File: src/rtl/alu_seq_pkg.sv
// alu_seq_pkg: shared function codes, FSM states and ALU result model for alu_sequencer
package alu_seq_pkg;
  typedef enum logic [1:0] {FN_ADD = 2'b00, FN_OR = 2'b01, FN_AND = 2'b10, FN_CAT = 2'b11} alu_func_e;
  typedef enum logic [1:0] {ST_IDLE, ST_EXEC, ST_RESP} state_e;
  function automatic logic [7:0] expected_result(input logic [3:0] a, input logic [3:0] b, input logic [1:0] func);
    logic [4:0] w_sum;
    w_sum = {1'b0, a} + {1'b0, b};
    return func == FN_ADD ? {3'b0, w_sum} :
           func == FN_OR  ? {7'b0, |{a, b}} :
           func == FN_AND ? {7'b0, &{a, b}} : {a, b};
  endfunction
endpackage

File: src/rtl/alu_seq_if.sv
// alu_seq_if: command and response valid/ready handshakes of alu_sequencer
interface alu_seq_if;
  logic       cmd_valid, cmd_ready, cmd_use_acc, rsp_valid, rsp_ready;
  logic [1:0] cmd_func, rsp_func;
  logic [3:0] cmd_a, cmd_b;
  logic [7:0] rsp_data;
  modport master(output cmd_valid, cmd_func, cmd_a, cmd_b, cmd_use_acc, rsp_ready,
                 input cmd_ready, rsp_valid, rsp_data, rsp_func);
  modport slave(input cmd_valid, cmd_func, cmd_a, cmd_b, cmd_use_acc, rsp_ready,
                output cmd_ready, rsp_valid, rsp_data, rsp_func);
endinterface

File: src/rtl/alu_seq_ref.sv
// alu_seq_ref: sticky mismatch flag comparing captured ALU results against the expected model
module alu_seq_ref
  import alu_seq_pkg::*;
(
  input  logic       clk,
  input  logic       rst,
  input  logic       i_cap,
  input  logic [3:0] i_a,
  input  logic [3:0] i_b,
  input  logic [1:0] i_func,
  input  logic [7:0] i_result,
  output logic       o_err
);
  logic r_err;
  // set on any capture whose ALU result differs from the model; cleared only by reset
  always_ff @(posedge clk)
    r_err <= rst ? 1'b0 : r_err | (i_cap && i_result != expected_result(i_a, i_b, i_func));
  assign o_err = r_err;
endmodule

File: src/rtl/alu_sequencer.sv
// alu_sequencer: handshake-driven ALU initiator with accumulator and op counter; ALU_SEQ_CHECK_EN adds a result checker
module alu_sequencer
  import alu_seq_pkg::*;
#(
  parameter int         ALU_LATENCY = 1,
  parameter logic [7:0] ACC_INIT    = 8'h00
) (
  input  logic       clk,
  input  logic       rst,
  alu_seq_if.slave   bus,
  output logic [3:0] o_alu_a,
  output logic [3:0] o_alu_b,
  output logic [1:0] o_alu_func,
  input  logic [7:0] i_alu_result,
  output logic [7:0] o_acc,
  output logic [7:0] o_op_count,
  output logic       o_err
);
  state_e     r_state;
  logic [3:0] r_cnt, r_alu_a, r_alu_b;
  logic [1:0] r_alu_func, r_rsp_func;
  logic [7:0] r_rsp_data, r_acc, r_op_count;
  logic       r_cmd_ready, r_rsp_valid;
  logic       w_cap, w_err;
  assign w_cap = r_state == ST_EXEC && r_cnt == 4'(ALU_LATENCY - 1);
  // sequencing FSM; handshake outputs are registered alongside the state
  always_ff @(posedge clk)
    if (rst) begin
      r_state     <= ST_IDLE;
      r_cnt       <= '0;
      r_alu_a     <= '0;
      r_alu_b     <= '0;
      r_alu_func  <= '0;
      r_rsp_func  <= '0;
      r_rsp_data  <= '0;
      r_acc       <= ACC_INIT;
      r_op_count  <= '0;
      r_cmd_ready <= 1'b0;
      r_rsp_valid <= 1'b0;
    end else
      case (r_state)
        ST_IDLE:
          if (bus.cmd_valid && r_cmd_ready) begin
            r_alu_a     <= bus.cmd_a;
            r_alu_b     <= bus.cmd_use_acc ? r_acc[3:0] : bus.cmd_b;
            r_alu_func  <= bus.cmd_func;
            r_cnt       <= '0;
            r_cmd_ready <= 1'b0;
            r_state     <= ST_EXEC;
          end else r_cmd_ready <= 1'b1;
        ST_EXEC:
          if (w_cap) begin
            r_rsp_data  <= i_alu_result;
            r_rsp_func  <= r_alu_func;
            r_acc       <= r_alu_func == FN_ADD ? i_alu_result : r_acc;
            r_rsp_valid <= 1'b1;
            r_state     <= ST_RESP;
          end else r_cnt <= r_cnt + 4'd1;
        ST_RESP:
          if (bus.rsp_ready) begin
            r_rsp_valid <= 1'b0;
            r_cmd_ready <= 1'b1;
            r_op_count  <= r_op_count + 8'd1;
            r_state     <= ST_IDLE;
          end
        default: r_state <= ST_IDLE;
      endcase
`ifdef ALU_SEQ_CHECK_EN
  alu_seq_ref u_ref (
    .clk      (clk),
    .rst      (rst),
    .i_cap    (w_cap),
    .i_a      (r_alu_a),
    .i_b      (r_alu_b),
    .i_func   (r_alu_func),
    .i_result (i_alu_result),
    .o_err    (w_err)
  );
`else
  assign w_err = 1'b0;
`endif
  assign bus.cmd_ready = r_cmd_ready;
  assign bus.rsp_valid = r_rsp_valid;
  assign bus.rsp_data  = r_rsp_data;
  assign bus.rsp_func  = r_rsp_func;
  assign o_alu_a       = r_alu_a;
  assign o_alu_b       = r_alu_b;
  assign o_alu_func    = r_alu_func;
  assign o_acc         = r_acc;
  assign o_op_count    = r_op_count;
  assign o_err         = w_err;
endmodule

File: src/flat_wrapper.sv
// flat-port wrapper written by rule: the top's interface ports become plain ports
module alu_sequencer_flat import alu_seq_pkg::*;
#(
  parameter int         ALU_LATENCY = 1,
  parameter logic [7:0] ACC_INIT    = 8'h00
)
  (clk, rst, o_alu_a, o_alu_b, o_alu_func, i_alu_result, o_acc, o_op_count, o_err, bus_cmd_valid, bus_cmd_func, bus_cmd_a, bus_cmd_b, bus_cmd_use_acc, bus_rsp_ready, bus_cmd_ready, bus_rsp_valid, bus_rsp_data, bus_rsp_func);
  alu_seq_if bus_i ();
  input  logic clk;
  input  logic rst;
  output logic [3:0] o_alu_a;
  output logic [3:0] o_alu_b;
  output logic [1:0] o_alu_func;
  input  logic [7:0] i_alu_result;
  output logic [7:0] o_acc;
  output logic [7:0] o_op_count;
  output logic o_err;
  input wire logic [$bits(bus_i.cmd_valid)-1:0] bus_cmd_valid;
  input wire logic [$bits(bus_i.cmd_func)-1:0] bus_cmd_func;
  input wire logic [$bits(bus_i.cmd_a)-1:0] bus_cmd_a;
  input wire logic [$bits(bus_i.cmd_b)-1:0] bus_cmd_b;
  input wire logic [$bits(bus_i.cmd_use_acc)-1:0] bus_cmd_use_acc;
  input wire logic [$bits(bus_i.rsp_ready)-1:0] bus_rsp_ready;
  output wire logic [$bits(bus_i.cmd_ready)-1:0] bus_cmd_ready;
  output wire logic [$bits(bus_i.rsp_valid)-1:0] bus_rsp_valid;
  output wire logic [$bits(bus_i.rsp_data)-1:0] bus_rsp_data;
  output wire logic [$bits(bus_i.rsp_func)-1:0] bus_rsp_func;
  assign bus_i.cmd_valid = bus_cmd_valid;
  assign bus_i.cmd_func = bus_cmd_func;
  assign bus_i.cmd_a = bus_cmd_a;
  assign bus_i.cmd_b = bus_cmd_b;
  assign bus_i.cmd_use_acc = bus_cmd_use_acc;
  assign bus_i.rsp_ready = bus_rsp_ready;
  assign bus_cmd_ready = bus_i.cmd_ready;
  assign bus_rsp_valid = bus_i.rsp_valid;
  assign bus_rsp_data = bus_i.rsp_data;
  assign bus_rsp_func = bus_i.rsp_func;
  alu_sequencer #(.ALU_LATENCY(ALU_LATENCY), .ACC_INIT(ACC_INIT)) u_core (.clk(clk), .rst(rst), .bus(bus_i), .o_alu_a(o_alu_a), .o_alu_b(o_alu_b), .o_alu_func(o_alu_func), .i_alu_result(i_alu_result), .o_acc(o_acc), .o_op_count(o_op_count), .o_err(o_err));
endmodule
File: config.mk
export PLATFORM = sky130hd
export DESIGN_NAME = alu_sequencer_flat
export DESIGN_NICKNAME = d
export VERILOG_FILES = /design/src/rtl/alu_seq_pkg.sv /design/src/rtl/alu_seq_if.sv /design/src/rtl/alu_seq_ref.sv /design/src/rtl/alu_sequencer.sv /design/src/flat_wrapper.sv
export SDC_FILE = /design/constraint.sdc
export NUM_CORES = 1
export LEC_CHECK = 0
export BUFFER_PORTS_ARGS = -buffer_cell sky130_fd_sc_hd__buf_4
export CAP_MARGIN = 20
export CORE_MARGIN = 1.5
export CORE_UTILIZATION = 52
export CTS_BUF_LIST = sky130_fd_sc_hd__clkbuf_2
export DETAILED_ROUTE_END_ITERATION = 8
export GPL_TIMING_DRIVEN = 0
export PLACE_DENSITY = 0.82
export SLEW_MARGIN = 20
export SYNTH_ARGS = -nofsm -noshare
export SYNTH_HDL_FRONTEND = slang
export SYNTH_SLANG_ARGS = --single-unit
File: constraint.sdc
create_clock -name clk -period 2 [get_ports clk]
set_input_delay 0.2 -clock clk [delete_from_list [all_inputs] [get_ports clk]]
set_output_delay 0.2 -clock clk [all_outputs]
set_load 0.01 [all_outputs]
== Word level (Yosys, flattened, before mapping) ==
Index checks and enable logic that the tools add are counted.

* Word-level logic and storage cells: 49
* Bits in latches: 0
* Register bits: 44
* Memory bits (writable): 0
* Bits in read-only memories: 0
* Memories: 0
* Output and inout bits: 39
* Bits of input ports: 23

* Mux-type cells: 14
* Magnitude comparators: 0
* Bitwise logic cells: 0
* Div/mod/pow operators: 0
* Add/sub/neg operators: 2
* Shift-type cells: 0
* Reductions and logical operators: 16
* Multipliers: 0
* Eq/ne operators: 6

{| class="wikitable"
|+ Operators with widths
! kind !! count
|-
| 4-bit 2-to-1 mux || 3
|-
| 3-bit AND reduction || 4
|-
| 8-bit by 1-bit adder with 8-bit output (second input constant) || 1
|-
| 4-bit case mux with 2 select lines || 1
|-
| 2-bit AND reduction || 4
|-
| 2-bit 2-to-1 mux || 3
|-
| 2-bit case mux with 3 select lines || 1
|-
| 2-bit nonzero test || 3
|-
| 4-bit by 1-bit adder with 4-bit output (second input constant) || 1
|-
| 2-bit zero test || 2
|-
| 4-bit zero test || 1
|-
| 1-bit 2-to-1 mux || 4
|-
| 2-bit by 1-bit inequality test with 1-bit output (second input constant) || 2
|-
| 2-bit inequality test (second input constant) || 2
|-
| 1-bit case mux with 2 select lines || 2
|-
| 2-bit by 1-bit == test with 1-bit output (second input constant) || 1
|-
| 2-bit == test (second input constant) || 1
|-
| 1-bit logical AND || 2
|}

== Logic depth before layout (Yosys ltp) ==
* Depth in word-level cells: 4
* Depth in mapped cells: 7

== Least setup slack after synthesis ==
Ideal clock, no wire load.

* Path kind: register to register
* Start: reg u_core.r_cnt[0]
* End: reg u_core.r_acc[0], in the netlist u_core.o_acc[0]
* Period minus slack after synthesis: 1.800 ns
* Stages on the path, launching flop included: 7
* Slack: 0.200 ns
* Data arrival time: 1.728 ns
* Cells stage by stage: dfxtp_1 inv_1 ha_1 or3b_1 buf_2 nor4_4 mux2i_1

* Longest elaborated chain between the ends: 3

{| class="wikitable"
|+ Ends and longest elaborated chain
! element !! line !! RTL
|-
| start, declared || alu_sequencer.sv:20 || <nowiki>logic [3:0] r_cnt, r_alu_a, r_alu_b;</nowiki>
|-
| start signal, assigned || alu_sequencer.sv:58 || <nowiki>end else r_cnt <= r_cnt + 4'd1;</nowiki>
|-
| 4-bit zero test || alu_sequencer.sv:25 || <nowiki>assign w_cap = r_state == ST_EXEC && r_cnt == 4'(ALU_LATENCY - 1);</nowiki>
|-
| 1-bit logical AND || alu_sequencer.sv:25 ||
|-
| 3-bit AND reduction (no source line) || - ||
|-
| end signal, assigned || alu_sequencer.sv:55 || <nowiki>r_acc <= r_alu_func == FN_ADD ? i_alu_result : r_acc;</nowiki>
|-
| end, declared || alu_sequencer.sv:22 || <nowiki>logic [7:0] r_rsp_data, r_acc, r_op_count;</nowiki>
|}

No other way between the ends.
A chain may end at the register's enable or synchronous reset.

== Worst setup path after layout ==
* Start: reg u_core.r_cnt[0]
* End: reg u_core.r_acc[7], in the netlist u_core.o_acc[7]

The elaborated chain is that of the path after synthesis.

==> results.py <==
metrics = {
    "status": {
        "outcome": "complete, no violations",
    },
    "final_layout": {
        "regArea_um2": 880.8,
        "drive_above_1_share_pct": 25.00,
        "multi_input_area_um2": 909.6,
        "antenna_cells": 0,
        "fillers": 273,
        "nets": 309,
        "area_growth_pct": 32.11,
    },
    "yosys": {
        "synth.distinct_cells": 33,
        "seq_area_frac_synth_pct": 47.09,
        "synth_enable_flop_cells": 0,
        "yosys.area_share.adder_pct": 2.007,
        "yosys.area_share.xor_xnor_pct": 0.9365,
        "ys_async_sr_fraction_pct": 0,
        "synth_top_area_share_pct": 47.09,
        "avgSynthCellArea_um2": 8.823,
        "synthFlopType": "dfxtp_1",
        "synth.area.top_cells": "dfxtp_1, a21oi_1, mux2i_1",
        "synth_top_cell_by_area": "dfxtp_1",
        "synth_compound_area_share_pct": 15.38,
        "syn-cell-area_mm2": 0.001871,
        "synth.net_count": 238,
        "synthSimpleGateAreaFrac_pct": 23.14,
        "synthMuxAreaShare_pct": 6.957,
        "syn_inst": 212,
        "synth_top_family_by_area": "simple AND/OR/NAND/NOR gates",
        "ys_warn_count": 0,
        "synth_seq_cells": 44,
    },
    "global_routing": {
        "grt_busiest_layer": "met2",
        "grt_start_max_net_pins": 14,
        "antenna_found_initial": 0,
        "use_met1_pct": 29.17,
        "grt_pass1_wl_um": 7127,
        "track_usage_pct": 22.90,
        "met2_usage_pct": 37.37,
        "overflow": 0,
        "first_global_vias": 1522,
        "gr-usage-met3_pct": 4.144,
    },
    "timing": {
        "finClkSkew_ps": 17.76,
        "min_period_over_period_pct": 93.95,
        "finalSetupTns_ps": 0,
        "setup_viol": 0,
        "rsz0062_at_grt": "no",
        "min_period_ps": 1879,
        "worst_hold_slack_ps": 4.544,
        "max_freq_mhz": 532.2,
        "relSlewSlack_pct": 66.14,
        "tightest_slew_ps": 506.7,
        "hold_viol_final": 0,
        "slew_viol_final": 0,
    },
    "die": {
        "dieArea_mm2": 0.003966,
        "core_mm2": 0.003390,
        "die_y_um": 62.98,
        "io_pins": 62,
        "rows": 21,
        "die_w_um": 62.98,
        "start_util_pct": 55.19,
    },
    "worst_setup_path": {
        "start_kind": "register",
        "crit_type": "reg2reg",
        "cp.arrival_ps": 2240,
        "critPathMaxFanout": 8,
        "r2r_setup_slack_ps": 120,
        "endpoint_kind": "register",
        "crit_required_ps": 2360,
        "path_buf_inv": 3,
        "path_delay_family": "simple AND/OR/NAND/NOR gates",
        "r2r_end": "u_core.o_acc[7]",
        "cp_cell_sequence": "inv_1 > ha_1 > or3b_1 > buf_2 > nor4_4 > buf_12 > mux2i_1",
        "reg2reg_depth": 7,
        "cpPeakStageDelay_ps": 380,
        "critPathSlowestCell": "dfxtp_1",
        "reg2reg_from": "u_core.r_cnt[0]",
    },
    "power": {
        "p_seq_share_pct": 61.9,
        "ir_drop_v": 0.0004371,
        "combPwrFrac_pct": 14.4,
        "switching_share_pct": 26.84,
        "power_density_mw_per_mm2": 607.5,
        "power_frac_clock_pct": 23.7,
        "intPower_uw": 1098,
        "leakage_uw": 0.0009931,
        "switching_power_uw": 402.9,
    },
    "hold_path": {
        "hold_start": "bus_cmd_a[0]",
        "hold_depth": 3,
        "min_to": "u_core.o_alu_a[0]",
        "min_path_type": "in2reg",
    },
    "clocking": {
        "clk_pin_slew_ps": 200,
        "cts-root-buf": "clkbuf_2",
        "htreeDepth": 2,
        "cts_tree": "yes",
        "clock_path_buffers": 2,
        "clock-sinks": 44,
        "worstSkewPairLatency_ps": 430,
        "cts_buffers": 5,
    },
    "place": {
        "port_buffers": 59,
        "place_congestion": 0.7841,
        "dp_hpwl_um": 3146,
    },
    "route": {
        "first_pass_iters": 4,
        "drt-wirelength-per-cell_um": 13.47,
        "wl_um": 4446,
        "ant_nets": 0,
        "routed-via-count": 1722,
        "first_iter_violations": 51,
        "drc": 0,
        "via_per_inst": 5.218,
    },
    "flow_run": {
        "max-cap-violations": 0,
    },
}
Yosys cell counts (all sizes together), types with 2 or more instances:
cell type and number:
clkbuf 13, or3 4, xor2 2, inv 3, o21ai 13, buf 4, nand2b 18, nand2 17
nor2 8, mux2i 13, nand3 16, o211ai 2, or4 2, ha 3, nand3b 2, dfxtp 44
a211oi 5, o31ai 2, a21oi 27, a31oi 2, nand4 2
repair_timing:
action,4_1_cts,5_1_grt
buffers inserted,1,0
endpoints found under the hold margin,2,2
endpoints found under the setup margin,8,2
hold buffers,2,2
pin swaps,1,0
gates resized for setup,0,2
placed cells by master, fill, tap and decap left out, types with 3 or more instances in the layout:
cell	netlist	routed
a211oi_1	5	5
a21oi_1	27	27
buf_4	1	60
clkbuf_1	13	12
clkbuf_2	0	6
dfxtp_1	44	44
dlygate4sd3_1	0	4
ha_1	3	3
inv_1	3	3
mux2i_1	13	13
nand2_1	17	17
nand2b_1	18	18
nand3_1	16	16
nor2_1	8	8
o21ai_0	13	13
or3_1	4	4
worst min-delay path: stages:
cell	delay, ps
buf_4	110
nand2_1	50
a21oi_1	50
how the worst max path moves through the flow:
stage	start	to	slack, ps	cells after the start
3_5_place_dp	u_core.r_cnt[0]	u_core.o_acc[7]	-60	6
4_1_cts	u_core.r_cnt[0]	u_core.o_acc[7]	130	7
5_1_grt	u_core.r_cnt[0]	u_core.o_acc[7]	20	7
2_1_floorplan	u_core.r_cnt[0]	u_core.o_acc[0]	200	6
3_3_place_gp	u_core.r_cnt[0]	u_core.o_acc[5]	10	6
6_report	u_core.r_cnt[0]	u_core.o_acc[7]	120	7
power by group through the flow:
stage | clock network [µW] | logic, µW | registers (µW)
2_1_floorplan | 0 | 91.5 | 957
3_3_place_gp | 0 | 203 | 946
3_5_place_dp | 0 | 205 | 947
4_1_cts | 364 | 214 | 929
5_1_grt | 403 | 236 | 935
6_report | 355 | 217 | 929
kinds of logic (layout without fill, tap and decap cells):
| group | Yosys count | count (layout) |
|---|---|---|
| AO/OA/AOI/OAI | 52 | 52 |
| AND/OR/NAND/NOR | 77 | 77 |
| flip-flops | 44 | 44 |
| XOR/XNOR | 2 | 2 |
| multiplexers | 13 | 13 |
| buffers and inverters | 20 | 92 |
| adder cells (fa/ha/maj) | 3 | 3 |
| other | 1 | 1 |
per-stage QoR:
stage,power (µW),area [µm²],utilization [%],cells,setup slack (ps)
floorplan,1049,1871,-,212,199.8
global placement,1149,2371,69.95,317,11.21
detailed placement,1152,2371,69.95,317,-60.67
CTS,1507,2450,72.28,328,130.8
global route,1573,2471,72.91,330,22.41
finish,1501,2471,72.91,330,120.9
layer usage:
metal / up-vias / share of wire [%] / routed length (µm)
li1: 885 / - / -
met1: 792 / 45 / 2019
met2: 40 / 49 / 2164
met3: 5 / 4.3 / 191
met4: 0 / 1.6 / 71
met5: - / 0 / 0
registers in the layout, indices dropped and copies added, names as in the netlist:
register	count
u_core.bus.rsp_valid	1
u_core.bus.cmd_ready	1
u_core.bus.rsp_data	8
u_core.o_acc	8
u_core.r_state	2
u_core.o_alu_func	2
u_core.o_alu_a	4
u_core.bus.rsp_func	2
u_core.o_alu_b	4
u_core.o_op_count	8
u_core.r_cnt	4
cell type report:
class                   instances  share of cell area, %
clock buffers                   5                  1.013
repair buffers                 64                  20.35
multi-input cells             148                  36.81
plain buffers                  17                  2.835
inverters                       3                 0.4557
well taps                      46                  2.329
clock inverters                 3                 0.5570
flip-flops and latches         44                  35.65
(Power assumes the default switching activity.)
